$ cat config.mk
export PLATFORM = sky130hd
export DESIGN_NAME = bmc_decoder
export DESIGN_NICKNAME = d
export VERILOG_FILES = /design/src/rtl/bmc_decoder.sv
export SDC_FILE = /design/constraint.sdc
export NUM_CORES = 1
export LEC_CHECK = 0
export CAP_MARGIN = 20
export CORE_MARGIN = 5
export CORE_UTILIZATION = 53
export CTS_BUF_LIST = sky130_fd_sc_hd__clkbuf_2
export DETAILED_ROUTE_END_ITERATION = 10
export GPL_TIMING_DRIVEN = 1
export PLACE_DENSITY = 0.79
export SYNTH_ARGS = -nofsm -noshare
export SYNTH_HDL_FRONTEND = slang
export SYNTH_SLANG_ARGS = --single-unit
$ cat constraint.sdc
create_clock -name clock -period 1.8 [get_ports clock]
set_input_delay 0.18 -clock clock [delete_from_list [all_inputs] [get_ports clock]]
set_output_delay 0.18 -clock clock [all_outputs]
set_load 0.05 [all_outputs]
$ cat src/rtl/bmc_decoder.sv
// Biphase-mark receive decoder: synchronises the CC line, times the gaps between
// transitions and turns half/full unit intervals into NRZ bit strobes.
module bmc_decoder #(
  parameter int system_khz = 200000,
  parameter int bit_khz    = 300
) (
  input  logic clock,
  input  logic nrst,
  input  logic enable,
  input  logic bmc_d,
  output logic data,
  output logic valid,
  output logic active,
  output logic err
);

  localparam int UI   = system_khz / bit_khz;
  localparam int HMIN = UI / 4;
  localparam int THR  = UI * 3 / 4;
  localparam int FMAX = UI * 5 / 4;
  localparam int TOUT = UI * 2;
  localparam int CW   = $clog2(TOUT + 1);

  localparam logic [CW-1:0] HMIN_C = CW'(HMIN);
  localparam logic [CW-1:0] THR_C  = CW'(THR);
  localparam logic [CW-1:0] FMAX_C = CW'(FMAX);
  localparam logic [CW-1:0] TOUT_C = CW'(TOUT);
  localparam logic [CW-1:0] ONE_C  = CW'(1);

  typedef enum logic {IDLE, RUN} state_t;

  state_t        state, state_nxt;
  logic [CW-1:0] cnt, cnt_nxt;
  logic          half_pend, half_nxt;
  logic          valid_nxt, err_nxt, data_nxt;
  logic          sync1, sync2, sync3, edge_q;

  // Two-flop synchroniser, then a registered transition detect.
  always_ff @(posedge clock or negedge nrst) begin
    if (!nrst) begin
      sync1  <= 1'b0;
      sync2  <= 1'b0;
      sync3  <= 1'b0;
      edge_q <= 1'b0;
    end else begin
      sync1  <= bmc_d;
      sync2  <= sync1;
      sync3  <= sync2;
      edge_q <= sync2 ^ sync3;
    end
  end

  always_ff @(posedge clock or negedge nrst) begin
    if (!nrst) begin
      state     <= IDLE;
      cnt       <= '0;
      half_pend <= 1'b0;
      valid     <= 1'b0;
      err       <= 1'b0;
      data      <= 1'b0;
    end else begin
      state     <= state_nxt;
      cnt       <= cnt_nxt;
      half_pend <= half_nxt;
      valid     <= valid_nxt;
      err       <= err_nxt;
      data      <= data_nxt;
    end
  end

  // The interval just measured is the count value before an edge reloads it.
  always_comb begin
    state_nxt = state;
    cnt_nxt   = (cnt == TOUT_C) ? cnt : cnt + ONE_C;
    half_nxt  = half_pend;
    valid_nxt = 1'b0;
    err_nxt   = 1'b0;
    data_nxt  = data;
    if (!enable) begin
      state_nxt = IDLE;
      cnt_nxt   = '0;
      half_nxt  = 1'b0;
    end else begin
      case (state)
        IDLE: begin
          half_nxt = 1'b0;
          if (edge_q) begin
            state_nxt = RUN;
            cnt_nxt   = ONE_C;
          end
        end
        RUN: begin
          if (cnt == TOUT_C) begin
            // Timeout beats a coincident edge; a dangling half bit is an error.
            state_nxt = IDLE;
            half_nxt  = 1'b0;
            err_nxt   = half_pend;
          end else if (edge_q) begin
            cnt_nxt = ONE_C;
            if (cnt < HMIN_C) begin
              err_nxt  = 1'b1;
              half_nxt = 1'b0;
            end else if (cnt < THR_C) begin
              if (half_pend) begin
                valid_nxt = 1'b1;
                data_nxt  = 1'b1;
                half_nxt  = 1'b0;
              end else begin
                half_nxt = 1'b1;
              end
            end else if (cnt <= FMAX_C) begin
              if (half_pend) begin
                err_nxt  = 1'b1;
                half_nxt = 1'b0;
              end else begin
                valid_nxt = 1'b1;
                data_nxt  = 1'b0;
              end
            end else begin
              err_nxt  = 1'b1;
              half_nxt = 1'b0;
            end
          end
        end
        default: state_nxt = IDLE;
      endcase
    end
  end

  assign active = (state == RUN);

endmodule

==> impl_metrics.csv <==
group,metric,value,unit
synthesis,seq_area_frac_synth,0.4914,
setup_path,end_kind,"flop",
timing,fin_crit,1939,ps
clock_network,cts_buffers,3,
global_routing,track_usage,0.1827,
global_routing,grt_first_pass_wirelength,3760,µm
global_routing,grt_use_met3,0.02770,
clock_network,htree_levels,1,
layout,finalNetCount,142,
layout,postLayoutCellArea,1334,µm²
detailed_routing,via_per_inst,5.844,
timing,hold_viol_final,0,
global_routing,antenna_found_initial,0,
synthesis,ys_ff_latch,20,
timing,fin_crit_sh,1.077,
placed_design,dp_cells,149,
layout,fin_cells,160,
status,outcome,"complete, but fails checks",
timing,setup_viol,3,
floorplanning,io_pins,8,
timing,fin_ws,-138.6,ps
floorplanning,die_area,2898,µm²
synthesis,synthCells,106,
layout,nFillCells,141,
timing,max_slew_margin,0.6587,
synthesis,synth_cell_types,31,
flow_run,drv_cap,0,
synthesis,avgSynthCellArea,9.608,µm²
pwr,power.density,559.1,nW/µm²
hold_path,hold_class,"in -> async",
placed_design,dp_hpwl,1475,µm
floorplanning,fp.dieW,53.84,µm
setup_path,r2r-start,"cnt[0]",
pwr,p_leak,0.6149,nW
clock_network,clk_pin_slew,170,ps
synthesis,yosysWarnings,0,
clock_network,cts.sinks,20,
timing,worstMarginPinSlew,511.0,ps
layout,layout_common_cells,"22 x buf_4, 20 x dfrtp_1, 11 x nor2_1, 9 x nand3_1",
clock_network,cts_root_buf,"clkbuf_2",
clock_network,clk_path_buf_depth,2,
synthesis,async_reset_ff_frac,1.000,
status,violations,"negative setup slack",
detailed_routing,drt_wl_total,2269,µm
timing,fmax,515.8,MHz
floorplanning,start_util,0.5712,
detailed_routing,ant_nets,0,
pwr,peakVddDrop,611.8,µV
synthesis,synth_top_flop_cell,"dfrtp_1",
placed_design,place_congestion,0.8945,
detailed_routing,drtIter0Drc,30,
placed_design,place_area,1212,µm²
layout,syn_to_final_growth,30.96,%
floorplanning,coreArea,1783,µm²
global_routing,gr-total-overflow,0,
setup_path,start_kind,"flop",
setup_path,rrSetupSlack,-140,ps
global_routing,met1_usage,0.2129,
floorplanning,rows,15,
synthesis,syn-num-nets,112,
detailed_routing,wl_per_cell,14.18,µm
layout,final_common_cell,"buf_4",
detailed_routing,via_count,935,
floorplanning,die_h,53.84,µm
setup_path,worstSetupPathType,"reg -> reg",
setup_path,worstPathMaxFanout,3,
timing,worst_clock_skew,10.61,ps
global_routing,grt_max_degree,21,
clock_network,clkLatencyLatePin,310,ps
setup_path,reg2reg_depth,5,
setup_path,critPathArrivalTime,2200,ps
layout,diodes,0,
global_routing,first_global_vias,893,
clock_network,cts_tree,"done",
timing,rsz0062_at_grt,"yes",
synthesis,synth_area,1018,µm²
synthesis,synth_edf_count,0,
setup_path,worstPathRequired,2060,ps
global_routing,grt_use_met2,0.3105,
timing,final_max_slew_viol_count,0,
placed_design,port_buffers,7,
setup_path,timing.rr.end,"half_pend",
global_routing,top_usage_layer,"met2",
detailed_routing,dr.pass1.iters,4,
detailed_routing,drc_errors,0,
layout,drive_gt1_frac,0.3037,
## critical path, cell delays in order (launching register included)
cell and delay (ps):
dfrtp_1 450, a211oi_1 310, nor3_1 110, or3_1 360, or4b_4 490, a21oi_2 150
## sequential cells by signal, indices dropped and copies added (netlist names)
register	count
active	1
edge_q	1
cnt	11
half_pend	1
sync1	1
sync2	1
data	1
valid	1
err	1
sync3	1
## per-layer routing
metal / vias to the layer above / share of wire / wire length [µm]
met3: 10 / 0.079 / 180
met2: 49 / 0.48 / 1099
met1: 445 / 0.41 / 924
met4: 0 / 0.028 / 64
li1: 431 / - / -
met5: - / 0 / 0
## cell usage after synthesis, types with 2 or more instances
| master | n | share of area |
|---|---|---|
| dfrtp_1 | 20 | 0.49 |
| ha_1 | 2 | 0.025 |
| xor2_1 | 5 | 0.043 |
| nor4_1 | 2 | 0.012 |
| and3_1 | 3 | 0.018 |
| nand2_1 | 6 | 0.022 |
| nand3_1 | 9 | 0.044 |
| nor2_1 | 13 | 0.048 |
| a31oi_1 | 2 | 0.012 |
| o21ai_0 | 4 | 0.020 |
| xnor2_1 | 3 | 0.026 |
| a21oi_1 | 5 | 0.025 |
| buf_2 | 3 | 0.015 |
| nor3_1 | 8 | 0.039 |
| inv_1 | 5 | 0.018 |
## cell families (layout without fill, tap and decap cells)
family	after synthesis	in the layout	share of synthesized area
compound gates	16	16	0.09828
flops	20	20	0.4914
buf+inv	9	38	0.03808
xor+xnor	8	8	0.06880
mux	2	2	0.02088
fa+ha+maj	2	2	0.02457
simple gates	49	49	0.2580
## cell type report
| class | instances | area [µm²] | share of cell area |
|---|---|---|---|
| multi-input combinational | 77 | 526.8 | 0.3949 |
| timing repair buffer | 29 | 237.7 | 0.1782 |
| clock buffer | 3 | 15.01 | 0.01126 |
| sequential | 20 | 500.5 | 0.3752 |
| inverter | 5 | 18.77 | 0.01407 |
| tap | 25 | 31.28 | 0.02345 |
| clock inverter | 1 | 3.754 | 0.002814 |
## worst max path at each step
stage | endpoint | cells after the start | from | slack, ps
2_1_floorplan | half_pend | 7 | cnt[0] | -30
3_3_place_gp | half_pend | 7 | cnt[0] | 60
3_5_place_dp | half_pend | 7 | cnt[0] | -40
4_1_cts | half_pend | 5 | cnt[7] | -40
5_1_grt | half_pend | 5 | cnt[0] | -200
6_report | half_pend | 5 | cnt[0] | -140
## repair_timing
item / CTS / global route
hold buffers: 0 / 0
pin swaps: 1 / 6
resized for setup: 2 / 12
buffers inserted: 4 / 3
setup endpoints to repair: 2 / 14
## power by group
group	switching [W]	leakage, nW	internal (W)
sequential	0.0000120	0.261	0.000462
combinational	0.0000546	0.340	0.0000406
clock	0.000128	0.0140	0.0000483
## metrics by stage
step           hold slack [ps]  setup WS (ps)  setup TNS (ps)  utilization  power [W]
2_1_floorplan           -115.6         -32.74          -32.74            -  0.0005204
3_3_place_gp             334.0          60.08               0       0.6800  0.0005595
6_report                 182.2         -138.6          -195.9       0.7481  0.0007457
5_1_grt                  177.5         -197.2           -1161       0.7481  0.0007891
3_5_place_dp             339.7         -41.08          -61.25       0.6800  0.0005610
4_1_cts                  182.1         -44.87          -44.87       0.7095  0.0007365
(Power assumes the default switching activity.)
